## src/rtl/pipe_stage_buf.sv

```systemverilog
// Elastic pipeline stage: valid/ready on both sides, 2-entry skid buffer,
// synchronous flush and a saturating back-pressure (stall) counter.
module pipe_stage_buf #(
  parameter int unsigned       DATA_W        = 32,
  parameter logic [DATA_W-1:0] RESET_VAL     = '0,
  parameter bit                ZERO_ON_FLUSH = 1'b1,
  parameter int unsigned       CNT_W         = 16
) (
  input  logic              clock,
  input  logic              reset,
  input  logic              flush_i,
  input  logic              in_valid_i,
  output logic              in_ready_o,
  input  logic [DATA_W-1:0] in_data_i,
  output logic              out_valid_o,
  input  logic              out_ready_i,
  output logic [DATA_W-1:0] out_data_o,
  output logic [1:0]        occupancy_o,
  output logic [CNT_W-1:0]  stall_cnt_o,
  input  logic              stall_clr_i
);

  typedef enum logic [1:0] {
    EMPTY = 2'd0,
    BUSY  = 2'd1,
    FULL  = 2'd2
  } state_e;

  localparam logic [CNT_W-1:0] CNT_MAX = {CNT_W{1'b1}};

  state_e            state_q, state_d;
  logic [DATA_W-1:0] main_q, main_d;
  logic [DATA_W-1:0] skid_q, skid_d;
  logic [CNT_W-1:0]  stall_cnt_q, stall_cnt_d;
  logic              in_fire;
  logic              out_fire;

  // Handshake outputs are pure state decodes, so neither depends on any input.
  assign in_ready_o  = (state_q != FULL);
  assign out_valid_o = (state_q == BUSY) || (state_q == FULL);
  assign out_data_o  = main_q;
  assign stall_cnt_o = stall_cnt_q;

  assign in_fire  = in_valid_i & in_ready_o;
  assign out_fire = out_valid_o & out_ready_i;

  always_comb begin
    occupancy_o = 2'd0;
    case (state_q)
      BUSY:    occupancy_o = 2'd1;
      FULL:    occupancy_o = 2'd2;
      default: occupancy_o = 2'd0;
    endcase
  end

  always_comb begin
    state_d = state_q;
    main_d  = main_q;
    skid_d  = skid_q;
    if (flush_i) begin
      // Anything accepted or presented this cycle is squashed.
      state_d = EMPTY;
      if (ZERO_ON_FLUSH) begin
        main_d = RESET_VAL;
        skid_d = RESET_VAL;
      end
    end else begin
      case (state_q)
        EMPTY: begin
          if (in_fire) begin
            state_d = BUSY;
            main_d  = in_data_i;
          end
        end
        BUSY: begin
          if (in_fire && out_fire) begin
            main_d = in_data_i;
          end else if (in_fire) begin
            state_d = FULL;
            skid_d  = in_data_i;
          end else if (out_fire) begin
            state_d = EMPTY;
          end
        end
        FULL: begin
          if (out_fire) begin
            state_d = BUSY;
            main_d  = skid_q;
          end
        end
        default: state_d = EMPTY;
      endcase
    end
  end

  always_comb begin
    stall_cnt_d = stall_cnt_q;
    if (stall_clr_i) begin
      stall_cnt_d = '0;
    end else if (out_valid_o && !out_ready_i && (stall_cnt_q != CNT_MAX)) begin
      stall_cnt_d = stall_cnt_q + 1'b1;
    end
  end

  always_ff @(posedge clock) begin
    if (!reset) begin
      state_q     <= EMPTY;
      main_q      <= RESET_VAL;
      skid_q      <= RESET_VAL;
      stall_cnt_q <= '0;
    end else begin
      state_q     <= state_d;
      main_q      <= main_d;
      skid_q      <= skid_d;
      stall_cnt_q <= stall_cnt_d;
    end
  end

endmodule

```

## config.mk

```make
export PLATFORM = sky130hd
export DESIGN_NAME = pipe_stage_buf
export DESIGN_NICKNAME = d
export VERILOG_FILES = /design/src/rtl/pipe_stage_buf.sv
export SDC_FILE = /design/constraint.sdc
export NUM_CORES = 1
export LEC_CHECK = 0
export ABC_CLOCK_PERIOD_IN_PS = 2000
export BUFFER_PORTS_ARGS = -buffer_cell sky130_fd_sc_hd__clkbuf_2
export CORE_AREA = 2 2 116 90
export DETAILED_ROUTE_END_ITERATION = 10
export DIE_AREA = 0 0 118 92
export PLACE_DENSITY = 0.68
export SKIP_LAST_GASP = 1
export SYNTH_ARGS = -nofsm -noshare
export SYNTH_HDL_FRONTEND = slang
export SYNTH_SLANG_ARGS = --single-unit
```

## constraint.sdc

```tcl
create_clock -name clock -period 2 [get_ports clock]
set_input_delay 0.4 -clock clock [delete_from_list [all_inputs] [get_ports clock]]
set_output_delay 0.4 -clock clock [all_outputs]
set_load 0.03 [all_outputs]
```

==> results.json, run 1 <==
{
  "multi_input_area_um2": 1910,
  "r2r_start": "state_q[0]$_SDFFE_PP0P_",
  "startpoint_type": "register",
  "synth_edf_count": 0,
  "worst-path-max-fanout": 5,
  "cts_root_buffer": "clkbuf_16",
  "ys_ff_latch": 82,
  "netlist_area_um2": 3770,
  "p_int_mw": 2.88,
  "syn-instance-count": 442,
  "end_kind": "register",
  "hold_violations": 0,
  "slew_violations": 0,
  "synth_ff_type": "dfxtp_1",
  "slew_headroom_pct": 56.2,
  "setup_viol": 0,
  "cellPowerDensity_nw_per_um2": 801,
  "path_cells": "inv_1 > ha_1 > and2b_2 > o41ai_4 > buf_4 > or4_1 > a21oi_1",
  "die-area_um2": 10900,
  "port_buffers": 89,
  "clk_pin_slew_worst_paths_ns": 0.06,
  "die_x_um": 118,
  "p_total_mw": 3.89,
  "hold_end": "skid_q[2]$_SDFFE_PP0P_",
  "hpwlAfterDp_mm": 6.57,
  "crit_family": "simple AND/OR/NAND/NOR gates",
  "post-place-ws_ns": -0.0614,
  "nets": 579,
  "track_usage_pct": 18.9,
  "grt_pass1_vias": 3438,
  "drt_iter0_markers": 217,
  "required_ns": 2.25,
  "whs_ns": 0.300,
  "core_um2": 9890,
  "combPwrFrac_pct": 12.9,
  "cts.sinks": 82,
  "ys_warn_count": 0,
  "rrSetupSlack_ns": 0.08,
  "p_sw_share_pct": 26.0,
  "antenna_cells": 0,
  "fin_crit_ns": 1.92,
  "drive_gt1_share_pct": 33.8,
  "clockBufferDepth": 2,
  "wl_mm": 9.71,
  "cts-buffers-inserted": 9,
  "gp_congestion": 0.839,
  "drcViolationCount": 0,
  "hold_path.class": "input pin to register",
  "num_vias": 3459,
  "grt_start_max_net_pins": 67,
  "worst_pin_slew_ns": 0.657,
  "cts_tree": "yes",
  "hold_path_depth": 3,
  "syn_nets": 485,
  "synth.area.top_cells": "dfxtp_1 44%, a211oi_1 13%, mux2_2 9.6%",
  "status": "completed",
  "reg2reg_depth": 7,
  "max-vdd-ir-drop_v": 0.000397,
  "fin_setup_tns_ns": 0,
  "p_switching_mw": 1.01,
  "initial_core_util_pct": 38.1,
  "synth_area_per_cell_um2": 8.53,
  "clockPowerShare_pct": 43.1,
  "setup_slack_ns": 0.0811,
  "max_stage_delay_ns": 0.49,
  "synth_area_leader_cell": "dfxtp_1",
  "cp_slowest_cell": "or4_1",
  "min_from": "in_data_i[2]",
  "ys_types": 38,
  "p_seq_share_pct": 43.9,
  "fp-row-count": 32,
  "rsz0062_at_grt": "true",
  "grt_pass1_wl_mm": 16.8,
  "final-seq-area_um2": 1650,
  "holdBufCountCts": 0,
  "r2r-end": "stall_cnt_o[9]$_SDFFE_PP0P_",
  "viasPerCell": 5.11,
  "crit_type": "register to register",
  "overflow": 0,
  "cp.arrival_ns": 2.17,
  "die_h_um": 92,
  "path_buf_inv": 2,
  "n_fill_cell": 981,
  "finClkSkew_ns": 0.00660,
  "syn_to_final_growth_pct": 28.9,
  "synth.top_cell.area_share_pct": 43.5,
  "wire_per_inst_um": 14.3,
  "antenna_found_initial": 0,
  "clk_latency_ns": 0.33,
  "p_leak_nw": 1.80,
  "htreeDepth": 3,
  "max_clock_freq_ghz": 0.521,
  "yosysSeqAreaShare_pct": 43.5,
  "firstDrtPassIters": 4,
  "drv_cap": 0,
  "finalCritPeriodShare_pct": 95.9,
  "io_pins": 90,
  "drtAntennaViolNets": 0,
  "synthArstFlopShare_pct": 0
}
[cell families after synthesis]
family,count (synthesis),synth area share [%]
buffers and inverters,72,7.53
adder cells (fa/ha/maj),5,1.66
multiplexers,33,9.82
XOR/XNOR,2,0.465
AO/OA/AOI/OAI,134,22.7
AND/OR/NAND/NOR,114,14.2
flip-flops,82,43.5
[through the flow]
step | instance area, um2 | std cells | util [%]
6_report | 4860 | 677 | 49.1
5_1_grt | 4860 | 677 | 49.1
4_1_cts | 4820 | 675 | 48.8
3_5_place_dp | 4510 | 659 | 45.6
3_3_place_gp | 4510 | 659 | 45.6
2_1_floorplan | 3780 | 442 | -
[cell usage after synthesis (5+ instances only)]
master    instances
inv_1            38
a211oi_1         64
nand2_1          71
clkbuf_1         28
mux2_2           32
dfxtp_1          82
a21oi_1          48
nand3_1           6
or4_1             5
ha_1              5
or3_1             8
o21ai_0          11
nor2_1            6
[worst register-to-register path, delay by kind of cell (launching register included)]
kind	cells	cell delay [ns]
flip-flops	1	0.35
adder cells (fa/ha/maj)	1	0.32
AND/OR/NAND/NOR	2	0.70
buffers and inverters	2	0.22
AO/OA/AOI/OAI	2	0.25
[power groups by stage]
stage / combinational, mW / clock (mW) / sequential [mW]
detailed placement: 0.500 / 0 / 1.74
CTS: 0.504 / 1.73 / 1.71
finish: 0.504 / 1.68 / 1.71
global route: 0.555 / 1.80 / 1.71
floorplan: 0.242 / 0 / 1.82
global placement: 0.493 / 0 / 1.74
[routing by layer]
metal | share of wire (%) | global-route usage (%) | routed length (um) | vias to the layer above
li1 | - | - | - | 1745
met1 | 48 | 24.4 | 4650 | 1633
met2 | 47 | 31.1 | 4550 | 71
met3 | 4.0 | 5.10 | 389 | 10
met4 | 1.2 | 5.82 | 120 | 0
met5 | 0 | 0 | 0 | -
[registers in the layout, indices dropped and copies added, names as in the netlist]
signal / flops
state_q: 2
out_data_o: 32
stall_cnt_o: 16
skid_q: 32
[repair_timing]
| item | in CTS | in global routing |
|---|---|---|
| buffers inserted | 0 | 2 |
| setup endpoints to repair | 7 | 45 |
| pin swaps | 0 | 2 |
| gates resized for setup | 1 | 7 |
[placed cells by master, fill, tap and decap left out, drive strengths merged, types with 2 or more instances in the layout]
cell type,instances
a211oi,64
a21oi,48
buf,28
clkbuf,100
clkinvlp,2
dfxtp,82
ha,5
inv,39
mux2,32
nand2,71
nand2b,4
nand3,7
nand4,4
nor2,6
o21ai,12
o31ai,4
or3,10
or4,6
xor2,2
[area by class of cell]
cell class              instances  area share, %
clock inverters                 5           1.29
multi-input cells             288           39.2
clock buffers                  11           5.00
repair buffers                117           14.2
flip-flops and latches         82           33.9
well taps                     136           3.50
inverters                      38           2.94
[worst max path at each step]
stage                                 from                            to  slack [ns]  depth (start not counted)
3_3_place_gp   stall_cnt_o[0]$_SDFFE_PP0P_   stall_cnt_o[1]$_SDFFE_PP0P_        0.02                          6
4_1_cts            state_q[1]$_SDFFE_PP0P_   stall_cnt_o[2]$_SDFFE_PP0P_        0.03                          7
5_1_grt        stall_cnt_o[9]$_SDFFE_PP0P_   stall_cnt_o[1]$_SDFFE_PP0P_       -0.04                          5
6_report           state_q[0]$_SDFFE_PP0P_   stall_cnt_o[9]$_SDFFE_PP0P_        0.08                          7
3_5_place_dp   stall_cnt_o[0]$_SDFFE_PP0P_   stall_cnt_o[1]$_SDFFE_PP0P_       -0.06                          6
2_1_floorplan      state_q[0]$_SDFFE_PP0P_  stall_cnt_o[13]$_SDFFE_PP0P_       0.005                          7
(Power assumes the default switching activity.)
==> run 2: changes to the inputs <==
--- a/config.mk
+++ b/config.mk
@@ -7,10 +7,10 @@
 export LEC_CHECK = 0
 export ABC_CLOCK_PERIOD_IN_PS = 2000
 export BUFFER_PORTS_ARGS = -buffer_cell sky130_fd_sc_hd__clkbuf_2
-export CORE_AREA = 2 2 116 90
+export CORE_AREA = 2 2 113 88
 export DETAILED_ROUTE_END_ITERATION = 10
-export DIE_AREA = 0 0 118 92
-export PLACE_DENSITY = 0.68
+export DIE_AREA = 0 0 115 90
+export PLACE_DENSITY = 0.71
 export SKIP_LAST_GASP = 1
 export SYNTH_ARGS = -nofsm -noshare
 export SYNTH_HDL_FRONTEND = slang
==> run 2 against run 1 <==
Against the previous run: critical path depth unchanged; wire length decreased by 0.69%; combinational power increased by 0.8%; clock skew increased by 0.0032 ns; utilization increased by 3.2 points; total power increased by 0.35%; sequential cell count unchanged; critical path type unchanged; critical endpoint is now stall_cnt_o[2]$_SDFFE_PP0P_.
==> results.json, run 2 (synthesis results as in run 1) <==
{
  "p_seq_share_pct": 43.8,
  "max_stage_delay_ns": 0.41,
  "grt_pass1_vias": 3362,
  "min_from": "in_data_i[21]",
  "r2r-end": "stall_cnt_o[2]$_SDFFE_PP0P_",
  "required_ns": 2.25,
  "die_h_um": 90,
  "cts-buffers-inserted": 9,
  "cts.sinks": 82,
  "combPwrFrac_pct": 13.0,
  "post-place-ws_ns": -0.0925,
  "clockPowerShare_pct": 43.2,
  "fin_area_um2": 4870,
  "path_buf_inv": 2,
  "drv_cap": 0,
  "layout_common_cells": "89 x clkbuf_2, 78 x dfxtp_1, 71 x nand2_1, 62 x a211oi_1, 47 x a21oi_1",
  "antenna_found_initial": 0,
  "hold_violations": 0,
  "reg2reg_depth": 7,
  "cellPowerDensity_nw_per_um2": 802,
  "p_leak_nw": 1.81,
  "fin_util_pct": 52.3,
  "finClkSkew_ns": 0.00984,
  "initial_core_util_pct": 40.5,
  "p_switching_mw": 0.992,
  "hold_path_depth": 3,
  "firstDrtPassIters": 4,
  "hold_path.class": "input pin to register",
  "p_total_mw": 3.90,
  "rrSetupSlack_ns": 0.1,
  "max-vdd-ir-drop_v": 0.000427,
  "crit_family": "simple AND/OR/NAND/NOR gates",
  "num_vias": 3528,
  "clk_latency_ns": 0.32,
  "fp-row-count": 31,
  "r2r_start": "state_q[0]$_SDFFE_PP0P_",
  "grt_pass1_wl_mm": 15.9,
  "crit_type": "register to register",
  "overflow": 0,
  "io_pins": 90,
  "worst_pin_slew_ns": 0.618,
  "clockBufferDepth": 2,
  "worst-path-max-fanout": 12,
  "setup_slack_ns": 0.0982,
  "final_common_cell": "clkbuf_2",
  "drcViolationCount": 0,
  "rsz0062_at_grt": "false",
  "viasPerCell": 5.35,
  "nets": 583,
  "wire_per_inst_um": 14.6,
  "cp_slowest_cell": "or3_2",
  "core_um2": 9310,
  "clk_pin_slew_worst_paths_ns": 0.06,
  "path_cells": "inv_1 > ha_1 > and2b_2 > o41ai_4 > buf_4 > or3_2 > a21oi_1",
  "grt_start_max_net_pins": 46,
  "drt_iter0_markers": 222,
  "port_buffers": 89,
  "cts_root_buffer": "clkbuf_16",
  "p_sw_share_pct": 25.4,
  "drtAntennaViolNets": 0,
  "drive_gt1_share_pct": 34.7,
  "slew_headroom_pct": 58.8,
  "syn_to_final_growth_pct": 29.2,
  "fin_crit_ns": 1.90,
  "finalCritPeriodShare_pct": 95.1,
  "cts_tree": "yes",
  "fin_setup_tns_ns": 0,
  "antenna_cells": 0,
  "hpwlAfterDp_mm": 6.59,
  "track_usage_pct": 18.7,
  "slew_violations": 0,
  "die_x_um": 115,
  "end_kind": "register",
  "wl_mm": 9.64,
  "setup_viol": 0,
  "hold_end": "skid_q[21]$_SDFFE_PP0P_",
  "cp.arrival_ns": 2.15,
  "dpl_cell_area_um2": 4490,
  "status": "completed",
  "p_int_mw": 2.91,
  "die-area_um2": 10400,
  "startpoint_type": "register",
  "gp_congestion": 0.851,
  "htreeDepth": 3,
  "max_clock_freq_ghz": 0.526
}
## run 2: changes by cell type in the layout (fill, tap and decap cells not counted)
cell,change
a21o_2,+1
clkinvlp_4,+1
o21ai_2,+1
buf_4,+4
clkbuf_1,-1
clkbuf_8,+1
clkinv_4,-1
a21o_1,-1
buf_6,-1
o21ai_4,-1
o41ai_2,+1
## run 2: how the worst max path moves through the flow
| stage | from | to | cells after the start | slack, ns |
|---|---|---|---|---|
| 2_1_floorplan | state_q[0]$_SDFFE_PP0P_ | stall_cnt_o[13]$_SDFFE_PP0P_ | 7 | 0.005 |
| 3_3_place_gp | stall_cnt_o[0]$_SDFFE_PP0P_ | stall_cnt_o[1]$_SDFFE_PP0P_ | 6 | 0.02 |
| 3_5_place_dp | stall_cnt_o[0]$_SDFFE_PP0P_ | stall_cnt_o[1]$_SDFFE_PP0P_ | 6 | -0.09 |
| 4_1_cts | stall_cnt_o[0]$_SDFFE_PP0P_ | stall_cnt_o[1]$_SDFFE_PP0P_ | 6 | 0.002 |
| 5_1_grt | state_q[0]$_SDFFE_PP0P_ | out_data_o[7]$_SDFFE_PP0P_ | 7 | 0.008 |
| 6_report | state_q[0]$_SDFFE_PP0P_ | stall_cnt_o[2]$_SDFFE_PP0P_ | 7 | 0.1 |
## run 2: layout make-up
type,count,area [um2]
Clock buffer,11,253
Clock inverter,5,61.3
Fill cell,854,4440
Inverter,38,143
Multi-Input combinational cell,289,1920
Sequential cell,82,1650
Tap cell,115,144
Timing Repair Buffer,120,707
## run 2: layer usage
| metal | GRT usage (%) | share of wire, % | vias to the layer above |
|---|---|---|---|
| li1 | - | - | 1760 |
| met1 | 25.0 | 47 | 1675 |
| met2 | 29.7 | 47 | 85 |
| met3 | 4.45 | 4.8 | 8 |
| met4 | 5.92 | 1.6 | 0 |
| met5 | 0 | 0 | - |
## run 2: stage by stage
stage / std cells / hold WS, ns
after global placement: 640 / 0.438
after detailed placement: 640 / 0.443
after floorplan: 442 / 0.433
after CTS: 656 / 0.299
after global routing: 660 / 0.302
final: 660 / 0.314
## run 2: power by group through the flow
stage	Combinational, mW	Sequential, mW	Clock (mW)
3_5_place_dp	0.501	1.74	0
3_3_place_gp	0.493	1.74	0
2_1_floorplan	0.242	1.82	0
6_report	0.508	1.71	1.69
4_1_cts	0.505	1.71	1.73
5_1_grt	0.553	1.71	1.81
## run 2: worst min-delay path, stage by stage
cell and delay (ns):
clkbuf_2 0.09, nand2_1 0.05, a21oi_1 0.05
## run 2: timing repair
action                                  4_1_cts  5_1_grt
hold endpoints to repair                      0        0
endpoints found under the setup margin        7       29
pin swaps                                     0        2
setup buffers                                 0        3
gates resized for setup                       1        7
cloned                                        0        1
hold buffers                                  0        0
